### src/rtl/tlb_op_ctrl_pkg.sv
// tlb_op_ctrl_pkg: shared TLB sizing, FSM state and op encodings, op priority select
package tlb_op_ctrl_pkg;
   localparam int TLB_LINE_NUM      = 8;
   localparam int LOG2_TLB_LINE_NUM = 3;
   typedef enum logic [1:0] {ST_IDLE, ST_ISSUE, ST_WB, ST_REFETCH} state_e;
   typedef enum logic [2:0] {OP_NONE, OP_TLBP, OP_TLBR, OP_TLBWI, OP_TLBWR} op_e;
   function automatic op_e op_sel(input logic p, input logic r, input logic wi, input logic wr);
      return wi ? OP_TLBWI : wr ? OP_TLBWR : r ? OP_TLBR : p ? OP_TLBP : OP_NONE;
   endfunction
endpackage

### src/rtl/tlb_random_ctr.sv
// tlb_random_ctr: CP0 Random/Wired registers with freeze and Wired write port
module tlb_random_ctr
   import tlb_op_ctrl_pkg::*;
(
   input  logic                         clk,
   input  logic                         rst,
   input  logic                         freeze_i,
   input  logic                         wired_we_i,
   input  logic [LOG2_TLB_LINE_NUM-1:0] wired_wdata_i,
   output logic [LOG2_TLB_LINE_NUM-1:0] random_o,
   output logic [LOG2_TLB_LINE_NUM-1:0] wired_o
);
   localparam int LW = LOG2_TLB_LINE_NUM;
   localparam logic [LW-1:0] MAX = LW'(TLB_LINE_NUM - 1);
   logic [LW-1:0] random_q, random_d, wired_q, wired_d;
   always_comb begin
      wired_d  = wired_we_i ? wired_wdata_i : wired_q;
      random_d = wired_we_i ? MAX :
                 freeze_i ? random_q :
                 (wired_q >= MAX || random_q == wired_q) ? MAX : random_q - LW'(1);
   end
   always_ff @(posedge clk) begin
      if (!rst) begin
         random_q <= MAX;
         wired_q  <= '0;
      end else begin
         random_q <= random_d;
         wired_q  <= wired_d;
      end
   end
   assign random_o = random_q;
   assign wired_o  = wired_q;
endmodule

### src/rtl/tlb_op_ctrl.sv
// tlb_op_ctrl: sequences M-stage TLB ops into the TLB array with stall, strobe, CP0 writeback and refetch
module tlb_op_ctrl
   import tlb_op_ctrl_pkg::*;
(
   input  logic        clk,
   input  logic        rst,
   input  logic        tlbp_m,
   input  logic        tlbr_m,
   input  logic        tlbwi_m,
   input  logic        tlbwr_m,
   input  logic [31:0] pc_m,
   input  logic        flush_m,
   input  logic        wired_we,
   input  logic [31:0] wired_wdata,
   output logic        tlbp_o,
   output logic        tlbr_o,
   output logic        tlbwi_o,
   output logic        tlbwr_o,
   output logic [31:0] random_o,
   output logic [31:0] wired_o,
   output logic        cp0_index_we,
   output logic        cp0_tlbr_we,
   output logic        stall_req,
   output logic        refetch_req,
   output logic [31:0] refetch_pc
);
   localparam int LW = LOG2_TLB_LINE_NUM;
   state_e state_q, state_d;
   op_e op_q, op_d, sel;
   logic [31:0] pc_q, pc_d;
   logic [LW-1:0] rnd, wrd;
   logic unused_wdata;
   assign unused_wdata = ^wired_wdata[31:LW];
   assign sel = op_sel(tlbp_m, tlbr_m, tlbwi_m, tlbwr_m);
   // Outputs are gated by rst so a mid-op reset silences the current cycle too.
   always_comb begin
      state_d = state_q;
      op_d = op_q;
      pc_d = pc_q;
      {tlbp_o, tlbr_o, tlbwi_o, tlbwr_o} = '0;
      cp0_index_we = 1'b0;
      cp0_tlbr_we = 1'b0;
      stall_req = 1'b0;
      refetch_req = 1'b0;
      if (rst) begin
         case (state_q)
            ST_IDLE: if (sel != OP_NONE && !flush_m) begin
               stall_req = 1'b1;
               op_d = sel;
               pc_d = pc_m + 32'd4;
               state_d = ST_ISSUE;
            end
            ST_ISSUE: begin
               stall_req = 1'b1;
               tlbp_o = op_q == OP_TLBP;
               tlbr_o = op_q == OP_TLBR;
               tlbwi_o = op_q == OP_TLBWI;
               tlbwr_o = op_q == OP_TLBWR;
               state_d = ST_WB;
            end
            ST_WB: begin
               stall_req = 1'b1;
               cp0_index_we = op_q == OP_TLBP;
               cp0_tlbr_we = op_q == OP_TLBR;
               state_d = (op_q == OP_TLBWI || op_q == OP_TLBWR) ? ST_REFETCH : ST_IDLE;
            end
            default: begin
               refetch_req = 1'b1;
               state_d = ST_IDLE;
            end
         endcase
      end
   end
   always_ff @(posedge clk) begin
      if (!rst) begin
         state_q <= ST_IDLE;
         op_q <= OP_NONE;
         pc_q <= '0;
      end else begin
         state_q <= state_d;
         op_q <= op_d;
         pc_q <= pc_d;
      end
   end
   tlb_random_ctr u_rnd (
      .clk(clk),
      .rst(rst),
      .freeze_i(state_q == ST_ISSUE && op_q == OP_TLBWR),
      .wired_we_i(wired_we),
      .wired_wdata_i(wired_wdata[LW-1:0]),
      .random_o(rnd),
      .wired_o(wrd)
   );
   assign random_o = 32'(rnd);
   assign wired_o = 32'(wrd);
   assign refetch_pc = pc_q;
endmodule
### config.mk
export PLATFORM = sky130hd
export DESIGN_NAME = tlb_op_ctrl
export DESIGN_NICKNAME = d
export VERILOG_FILES = /design/src/rtl/tlb_op_ctrl_pkg.sv /design/src/rtl/tlb_random_ctr.sv /design/src/rtl/tlb_op_ctrl.sv
export SDC_FILE = /design/constraint.sdc
export NUM_CORES = 1
export LEC_CHECK = 0
export BUFFER_PORTS_ARGS = -buffer_cell sky130_fd_sc_hd__clkbuf_2
export CAP_MARGIN = 20
export CORE_ASPECT_RATIO = 0.5
export CORE_UTILIZATION = 47
export DETAILED_ROUTE_END_ITERATION = 8
export HOLD_SLACK_MARGIN = 0.08
export PLACE_DENSITY = 0.83
export SYNTH_ARGS = -nofsm -noshare
export SYNTH_HDL_FRONTEND = slang
export SYNTH_SLANG_ARGS = --single-unit
### constraint.sdc
create_clock -name clk -period 4.14 [get_ports clk]
set_input_delay 1.035 -clock clk [delete_from_list [all_inputs] [get_ports clk]]
set_output_delay 1.035 -clock clk [all_outputs]
set_load 0.02 [all_outputs]
==> results.sh, run 1 <==
export IMPL_synth_area_um2=2880
export IMPL_final_cells=520
export IMPL_cts_setup_buffers=0
export IMPL_ioPinCount=176
export IMPL_ir_worst_vdd_uv=171
export IMPL_cts_resized=0
export IMPL_worstPathRequired_ns=3.11
export IMPL_status="complete, no violations"
export IMPL_finalCritPeriodShare=0.803
export IMPL_grt_pass1_wl_um=10200
export IMPL_syn_inst=366
export IMPL_cp_start_kind="primary input"
export IMPL_worst_path_largest_cell_delay_ns=0.58
export IMPL_fin_worst_skew_ns=0.00599
export IMPL_drive_above_1_share=0.226
export IMPL_post_route_util=0.582
export IMPL_synthXorXnorAreaFrac=0.0487
export IMPL_yosysWarnings=0
export IMPL_synth_top_area_share=0.299
export IMPL_synth_edf_count=0
export IMPL_placed_area_um2=3150
export IMPL_fp_row_count=19
export IMPL_synth_top_area_cell="dfxtp_1"
export IMPL_cpMaxStageDelayCell="or4_1"
export IMPL_power_density_nw_per_um2=378
export IMPL_dp_worst_setup_slack_ns=0.814
export IMPL_cts_sinks=43
export IMPL_yosysMostFrequentCell="buf_4"
export IMPL_wl_um=6220
export IMPL_synth_compound_area_share=0.180
export IMPL_drc_errors=0
export IMPL_cts_tree="done"
export IMPL_drt_pass1_iter_count=4
export IMPL_synth_simple_gate_area_frac=0.242
export IMPL_hold_path_class="register to register"
export IMPL_fin_ws_ns=0.814
export IMPL_grt_pass1_vias=2253
export IMPL_worst_pin_slew_ns=0.548
export IMPL_antenna_cells=0
export IMPL_nets=525
export IMPL_initialDrtViolationCount=191
export IMPL_crit_family="simple AND/OR/NAND/NOR gates"
export IMPL_clock_path_buffers=2
export IMPL_stdcell_area_um2=3300
export IMPL_hold_viol=0
export IMPL_fp_dieH_um=57.4
export IMPL_ant_nets=0
export IMPL_hpwl_um=4680
export IMPL_die_area_um2=6460
export IMPL_coreArea_um2=5680
export IMPL_cts_root_buf="clkbuf_16"
export IMPL_path_class="primary input to output pin"
export IMPL_grt_total_usage=0.198
export IMPL_synth_top_family_by_area="simple AND/OR/NAND/NOR gates"
export IMPL_area_growth_syn_to_layout_pct=14.7
export IMPL_io_buffers=88
export IMPL_muxShareOfSynthArea=0.0139
export IMPL_n_fill_cell=534
export IMPL_numCtsBuffers=5
export IMPL_grt_max_degree=63
export IMPL_clk_insertion_delay_late_ns=0.28
export IMPL_dp_cells=513
export IMPL_synth_fa_ha_area_frac=0.0261
export IMPL_ys_seq_area_frac=0.299
export IMPL_endpoint_kind="output pin"
export IMPL_holdBufCountCts=0
export IMPL_worstPathArrival_ns=2.29
export IMPL_grt_setup_unrepaired="false"
export IMPL_grt_overflow=0
export IMPL_crit_chain="clkbuf_2, or4_1, and3_2, nor2_1, nor3_1, clkbuf_2"
export IMPL_synth_seq_cells=43
export IMPL_relSlewSlack=0.635
export IMPL_die_x_um=113
export IMPL_cts_max_level=2
export IMPL_period_needed_ns=3.33
export IMPL_setup_viol=0
export IMPL_ys_async_sr_fraction=0
export IMPL_finalMaxSlewViolations=0
export IMPL_cp_num_buf_inv=2
export IMPL_vias_per_cell=5.21
export IMPL_synthTopCellsByArea="dfxtp_1 (30%), buf_4 (15%), xnor2_1 (4.0%), o21ai_0 (3.5%), nor2_1 (3.4%)"
export IMPL_crit_fanout=4
export IMPL_start_util=0.507
export IMPL_vias=2711
export IMPL_syn_avg_cell_area_um2=7.87
export IMPL_wl_per_cell_um=12.0
export IMPL_ys_flop_type="dfxtp_1"
export IMPL_synth_cell_types=47
export IMPL_globalplace_congestion=0.759
export IMPL_worst_path_most_repeated_cell="clkbuf_2"
export IMPL_cts_clk_slew_worst_paths_ns=0.06
export IMPL_antenna_found_initial=0
export IMPL_synth_common_cells="buf_4 (58), dfxtp_1 (43), nor2_1 (26)"
export IMPL_maxCapViolations=0
export IMPL_fin_tns_setup_ns=0
export IMPL_fmax_mhz=301
export IMPL_leakage_uw=0.00145
-- final timing paths --
path | start | to | slack (ns) | depth (start not counted)
setup / recovery | tlbp_m | stall_req | 0.81 | 6
hold / removal | refetch_pc[0]$_SDFFE_PN0P_ | refetch_pc[0]$_SDFFE_PN0P_ | 0.46 | 2
setup reg to reg | state_q[0]$_SDFFE_PN0P_ | refetch_pc[2]$_SDFFE_PN0P_ | 2.25 | 6
hold reg to reg | refetch_pc[0]$_SDFFE_PN0P_ | refetch_pc[0]$_SDFFE_PN0P_ | 0.46 | 2
-- placed cells by master, fill, tap and decap left out, types with 13 or more instances in the layout --
master and count:
nand2_1 24, dfxtp_1 43, or4_1 13, a21oi_1 14, nor2_1 26, clkbuf_2 88, o21ai_0 20, conb_1 58
nand3_1 16, xnor2_1 13, a31oi_1 13
-- power by group --
group,total (uW),internal (uW),switching (uW)
clock network,432,281,151
logic,327,102,225
registers,492,461,30.7
total,1250,844,406
-- layout make-up --
type                       instances  area, um2  share of cell area
clock buffer                       6        129              0.0390
clock inverter                     1       30.0             0.00909
inverter                          11       41.3              0.0125
multi-input combinational        295       1690               0.511
sequential                        43        861               0.261
tap                               73       91.3              0.0276
timing repair buffer              91        463               0.140
-- metrics by stage --
step | hold slack, ns | power, uW
floorplan | 0.503 | 763
global placement | 0.442 | 822
detailed placement | 0.450 | 827
CTS | 0.458 | 1260
global route | 0.488 | 1320
finish | 0.457 | 1250
-- per-layer routing --
layer	wire, um	part of all wire	global-route usage	vias to the layer above
met3	369	0.059	0.0468	8
met5	0	0	0	-
met1	2860	0.46	0.240	1227
met2	2910	0.47	0.352	107
met4	78	0.013	0.0667	0
li1	-	-	-	1369
-- tightest hold or removal path: stages, from the launching register on --
cell,delay (ns)
dfxtp_1,0.31
nand2_1,0.05
a21oi_1,0.05
-- sequential cells by signal (all words and copies together), names as in the netlist --
signal,flops
refetch_pc,32
op_q,3
u_rnd.random_o,3
u_rnd.wired_o,3
state_q,2
-- cell families after synthesis --
group,Yosys count
flops,43
simple gates,127
buf+inv,85
fa+ha+maj,6
other cells,1
compound gates,84
xor+xnor,16
mux,4
Power figures use the tool's default switching activity.
==> inputs of run 2 (changes only) <==
--- a/config.mk
+++ b/config.mk
@@ -8,10 +8,10 @@
 export BUFFER_PORTS_ARGS = -buffer_cell sky130_fd_sc_hd__clkbuf_2
 export CAP_MARGIN = 20
 export CORE_ASPECT_RATIO = 0.5
-export CORE_UTILIZATION = 47
+export CORE_UTILIZATION = 39
 export DETAILED_ROUTE_END_ITERATION = 8
 export HOLD_SLACK_MARGIN = 0.08
-export PLACE_DENSITY = 0.83
+export PLACE_DENSITY = 0.74
 export SYNTH_ARGS = -nofsm -noshare
 export SYNTH_HDL_FRONTEND = slang
 export SYNTH_SLANG_ARGS = --single-unit
==> constraint.sdc (replaced) <==
create_clock -name clk -period 3 [get_ports clk]
set_input_delay 0.75 -clock clk [delete_from_list [all_inputs] [get_ports clk]]
set_output_delay 0.75 -clock clk [all_outputs]
set_load 0.02 [all_outputs]
==> run 2 against run 1 <==
Non-clock buffer count grew 3. Clock-buffer cell count unchanged. Die area is 20% higher. Critical path type unchanged. Clock skew rose by 0.0018 ns. First-iteration DRC count fell by 25%. Cell area grew 1.4%. Largest power group unchanged. Via count is 0.77% higher. Largest cell class unchanged.
==> results.sh, run 2 (same netlist as run 1, synthesis figures left out) <==
export IMPL_io_buffers=88
export IMPL_met1_length_um=3080
export IMPL_route_met2_wl_um=3140
export IMPL_cts_sinks=43
export IMPL_worst_path_largest_cell_delay_ns=0.59
export IMPL_crit_chain="clkbuf_2, or4_1, and3_2, nor2_1, nor3_1, clkbuf_2"
export IMPL_path_class="primary input to output pin"
export IMPL_crit_fanout=4
export IMPL_wl_um=6650
export IMPL_start_util=0.417
export IMPL_hold_path_class="register to register"
export IMPL_power_uw=1730
export IMPL_worst_path_most_repeated_cell="clkbuf_2"
export IMPL_fp_dieH_um=62.8
export IMPL_relSlewSlack=0.626
export IMPL_ioPinCount=176
export IMPL_die_x_um=124
export IMPL_hold_path_end="refetch_pc[0]$_SDFFE_PN0P_"
export IMPL_cpMaxStageDelayCell="or4_1"
export IMPL_vias=2732
export IMPL_antenna_found_initial=0
export IMPL_cts_tree="done"
export IMPL_hold_depth=2
export IMPL_final_common_cell="clkbuf_2"
export IMPL_cp_start_kind="primary input"
export IMPL_post_route_util=0.485
export IMPL_worstPathArrival_ns=1.99
export IMPL_finalMaxSlewViolations=0
export IMPL_nets=528
export IMPL_top_layer="met4"
export IMPL_grt_total_usage=0.172
export IMPL_grt_pass1_vias=2182
export IMPL_ant_nets=0
export IMPL_period_needed_ns=2.74
export IMPL_globalplace_congestion=0.792
export IMPL_cts_resized=0
export IMPL_layout_common_cells="clkbuf_2 (88), conb_1 (58), dfxtp_1 (43), nor2_1 (26), nand2_1 (24)"
export IMPL_cts_setup_buffers=0
export IMPL_clock_path_buffers=2
export IMPL_grt_max_degree=63
export IMPL_ir_worst_vdd_uv=193
export IMPL_n_fill_cell=717
export IMPL_wl_met3_um=377
export IMPL_fin_worst_skew_ns=0.00782
export IMPL_endpoint_kind="output pin"
export IMPL_clk_insertion_delay_late_ns=0.28
export IMPL_wl_per_cell_um=12.3
export IMPL_area_growth_syn_to_layout_pct=16.3
export IMPL_initialDrtViolationCount=143
export IMPL_fmax_mhz=365
export IMPL_antenna_cells=0
export IMPL_cts_max_level=2
export IMPL_ff2ff_setup_slack_ns=1.13
export IMPL_fin_tns_setup_ns=0
export IMPL_vias_per_cell=5.04
export IMPL_reg2reg_from="state_q[0]$_SDFFE_PN0P_"
export IMPL_grt_overflow=0
export IMPL_drc_errors=0
export IMPL_dp_cells=535
export IMPL_power_density_nw_per_um2=516
export IMPL_hpwl_um=4940
export IMPL_worst_pin_slew_ns=0.561
export IMPL_leakage_uw=0.00147
export IMPL_worstHoldStart="refetch_pc[0]$_SDFFE_PN0P_"
export IMPL_cts_root_buf="clkbuf_16"
export IMPL_status="complete, no violations"
export IMPL_maxCapViolations=0
export IMPL_die_area_um2=7750
export IMPL_finalCritPeriodShare=0.914
export IMPL_setup_viol=0
export IMPL_drt_pass1_iter_count=7
export IMPL_drive_above_1_share=0.231
export IMPL_numCtsBuffers=5
export IMPL_coreArea_um2=6910
export IMPL_hold_viol=0
export IMPL_final_cells=542
export IMPL_whs_ns=0.454
export IMPL_r2r_cells=6
export IMPL_r2r_end="refetch_pc[29]$_SDFFE_PN0P_"
export IMPL_holdBufCountCts=0
export IMPL_largest_reg_flops=32
export IMPL_grt_setup_unrepaired="false"
export IMPL_cts_clk_slew_worst_paths_ns=0.06
export IMPL_fp_row_count=21
export IMPL_grt_pass1_wl_um=10600
export IMPL_worstPathRequired_ns=2.25
## run 2: routing by layer
metal  vias up  global-route usage
met4         0              0.0437
li1       1381                   -
met3         6              0.0411
met1      1239               0.224
met2       106               0.284
met5         -                   0
## run 2: worst max-delay path by stage
stage,endpoint,cells past startpoint,start,slack [ns]
detailed placement,stall_req,6,tlbp_m,0.26
floorplan,stall_req,6,tlbp_m,0.17
finish,stall_req,6,tlbp_m,0.26
global route,stall_req,6,tlbp_m,0.16
CTS,stall_req,6,tlbp_m,0.25
global placement,stall_req,6,tlbp_m,0.28
## run 2: area by class of cell
type | instances | area (um2) | area share
Multi-Input combinational cell | 295 | 1690 | 0.504
Sequential cell | 43 | 861 | 0.257
Timing Repair Buffer | 94 | 485 | 0.145
Clock buffer | 6 | 129 | 0.0385
Tap cell | 92 | 115 | 0.0344
Inverter | 11 | 41.3 | 0.0123
Clock inverter | 1 | 30.0 | 0.00896
## run 2: worst max-delay path: cells and delay by family
kind | cells | cell delay [ns]
simple gates | 4 | 1.00
buf+inv | 2 | 0.25
## run 2: per-stage QoR
step | area [um2] | worst slack [ns]
floorplan | 3090 | 0.173
global route | 3350 | 0.165
detailed placement | 3190 | 0.257
global placement | 3190 | 0.282
finish | 3350 | 0.259
CTS | 3350 | 0.250
## run 2: where the power goes
part	switching, uW	internal [uW]	total, uW
combinational	312	143	455
clock	205	388	593
sequential	43.7	636	680
total	560	1170	1730
==> inputs of run 3 (changes only) <==
--- a/config.mk
+++ b/config.mk
@@ -7,7 +7,6 @@
 export LEC_CHECK = 0
 export BUFFER_PORTS_ARGS = -buffer_cell sky130_fd_sc_hd__clkbuf_2
 export CAP_MARGIN = 20
-export CORE_ASPECT_RATIO = 0.5
 export CORE_UTILIZATION = 39
 export DETAILED_ROUTE_END_ITERATION = 8
 export HOLD_SLACK_MARGIN = 0.08
==> run 3 against run 2 <==
Cell area fell by 1.8%. Clock-buffer cell count grew 2. Die area down 0.27%. Via count up 1.6%. Non-clock buffer count down 1. Combinational power hardly changed. Utilization fell by 1.1 points. Critical path type unchanged. Critical endpoint unchanged. Largest cell class unchanged.
==> results.sh, run 3 (same netlist as run 1, synthesis figures left out) <==
export IMPL_vias_per_cell=5.08
export IMPL_crit_chain="clkbuf_2, or4_1, and3_2, nor2_1, nor3_1, clkbuf_2"
export IMPL_status="complete, no violations"
export IMPL_worst_path_largest_cell_delay_ns=0.59
export IMPL_grt_setup_unrepaired="false"
export IMPL_worstPathRequired_ns=2.25
export IMPL_whs_ns=0.463
export IMPL_clk_insertion_delay_late_ns=0.29
export IMPL_cts_clk_slew_worst_paths_ns=0.08
export IMPL_antenna_found_initial=0
export IMPL_maxCapViolations=0
export IMPL_hold_path_class="register to register"
export IMPL_nets=527
export IMPL_cp_start_kind="primary input"
export IMPL_crit_family="simple AND/OR/NAND/NOR gates"
export IMPL_drc_errors=0
export IMPL_final_cells=546
export IMPL_numCtsBuffers=5
export IMPL_worst_pin_slew_ns=0.576
export IMPL_worstHoldStart="refetch_pc[1]$_SDFFE_PN0P_"
export IMPL_holdBufCountCts=0
export IMPL_endpoint_kind="output pin"
export IMPL_cts_max_level=2
export IMPL_grt_pass1_vias=2350
export IMPL_die_x_um=87.9
export IMPL_grt_total_usage=0.175
export IMPL_io_buffers=88
export IMPL_worst_path_most_repeated_cell="clkbuf_2"
export IMPL_cp_num_buf_inv=2
export IMPL_drt_pass1_iter_count=6
export IMPL_placed_area_um2=3190
export IMPL_clock_path_buffers=2
export IMPL_cts_setup_buffers=0
export IMPL_cpMaxStageDelayCell="or4_1"
export IMPL_fp_dieH_um=87.9
export IMPL_fin_ws_ns=0.247
export IMPL_start_util=0.415
export IMPL_grt_overflow=0
export IMPL_area_growth_syn_to_layout_pct=14.2
export IMPL_largest_reg_flops=32
export IMPL_crit_fanout=4
export IMPL_period_needed_ns=2.75
export IMPL_wl_um=6820
export IMPL_vias=2776
export IMPL_power_density_nw_per_um2=469
export IMPL_final_common_cell="clkbuf_2"
export IMPL_fmax_mhz=363
export IMPL_critical_path_startpoint="tlbp_m"
export IMPL_fin_tns_setup_ns=0
export IMPL_cts_sinks=43
export IMPL_path_class="primary input to output pin"
export IMPL_fp_row_count=30
export IMPL_worstPathArrival_ns=2.00
export IMPL_relSlewSlack=0.616
export IMPL_reg2reg_from="state_q[0]$_SDFFE_PN0P_"
export IMPL_coreArea_um2=6940
export IMPL_ant_nets=0
export IMPL_fin_worst_skew_ns=0.00488
export IMPL_die_area_um2=7730
export IMPL_ir_worst_vdd_uv=246
export IMPL_hpwl_um=5060
export IMPL_globalplace_congestion=0.798
export IMPL_setup_viol=0
export IMPL_antenna_cells=0
export IMPL_finalCritPeriodShare=0.918
export IMPL_dp_worst_setup_slack_ns=0.264
export IMPL_leakage_uw=0.00144
export IMPL_layout_common_cells="clkbuf_2 (88), conb_1 (58), dfxtp_1 (43), nor2_1 (26), nand2_1 (24)"
export IMPL_grt_pass1_wl_um=10700
export IMPL_cts_root_buf="clkbuf_8"
export IMPL_drive_above_1_share=0.231
export IMPL_wl_per_cell_um=12.5
export IMPL_cts_resized=0
export IMPL_hold_viol=0
export IMPL_stdcell_area_um2=3290
export IMPL_dp_cells=538
export IMPL_finalMaxSlewViolations=0
export IMPL_grt_max_degree=63
export IMPL_ioPinCount=176
export IMPL_cts_tree="done"
export IMPL_initialDrtViolationCount=129
[run 3: changes by cell type in the layout (fill, tap and decap cells not counted)]
| cell | delta |
|---|---|
| clkbuf_8 | +7 |
| clkbuf_16 | -5 |
| buf_4 | -1 |
| bufinv_16 | -1 |
[run 3: layout make-up]
| type | count | area [um2] |
|---|---|---|
| clock buffer | 8 | 100 |
| fill | 713 | 3650 |
| inverter | 11 | 41.3 |
| multi-input combinational | 295 | 1690 |
| sequential | 43 | 861 |
| tap | 96 | 120 |
| timing repair buffer | 93 | 478 |
[run 3: routing by layer]
| metal | track usage | part of all wire |
|---|---|---|
| met1 | 0.230 | 0.45 |
| met2 | 0.290 | 0.48 |
| met3 | 0.0236 | 0.053 |
| met4 | 0.0715 | 0.017 |
| met5 | 0 | 0 |
[run 3: final timing paths]
kind	to	slack (ns)	cells past startpoint
setup / recovery	stall_req	0.25	6
hold / removal	refetch_pc[1]$_SDFFE_PN0P_	0.46	2
setup reg to reg	refetch_pc[29]$_SDFFE_PN0P_	1.13	6
hold reg to reg	refetch_pc[1]$_SDFFE_PN0P_	0.46	2
[run 3: per-stage QoR]
step	total power [uW]	util
2_1_floorplan	1050	-
3_3_place_gp	1140	0.459
3_5_place_dp	1150	0.459
4_1_cts	1560	0.474
5_1_grt	1640	0.474
6_report	1540	0.474
[run 3: power breakdown]
group / switching (uW) / total, uW / internal, uW
Sequential: 44.1 / 679 / 635
Combinational: 315 / 457 / 142
Clock: 197 / 407 / 210
[run 3: worst min-delay path: stages (launching register included)]
cell and delay (ns):
dfxtp_1 0.32, nand2_1 0.05, a21oi_1 0.05
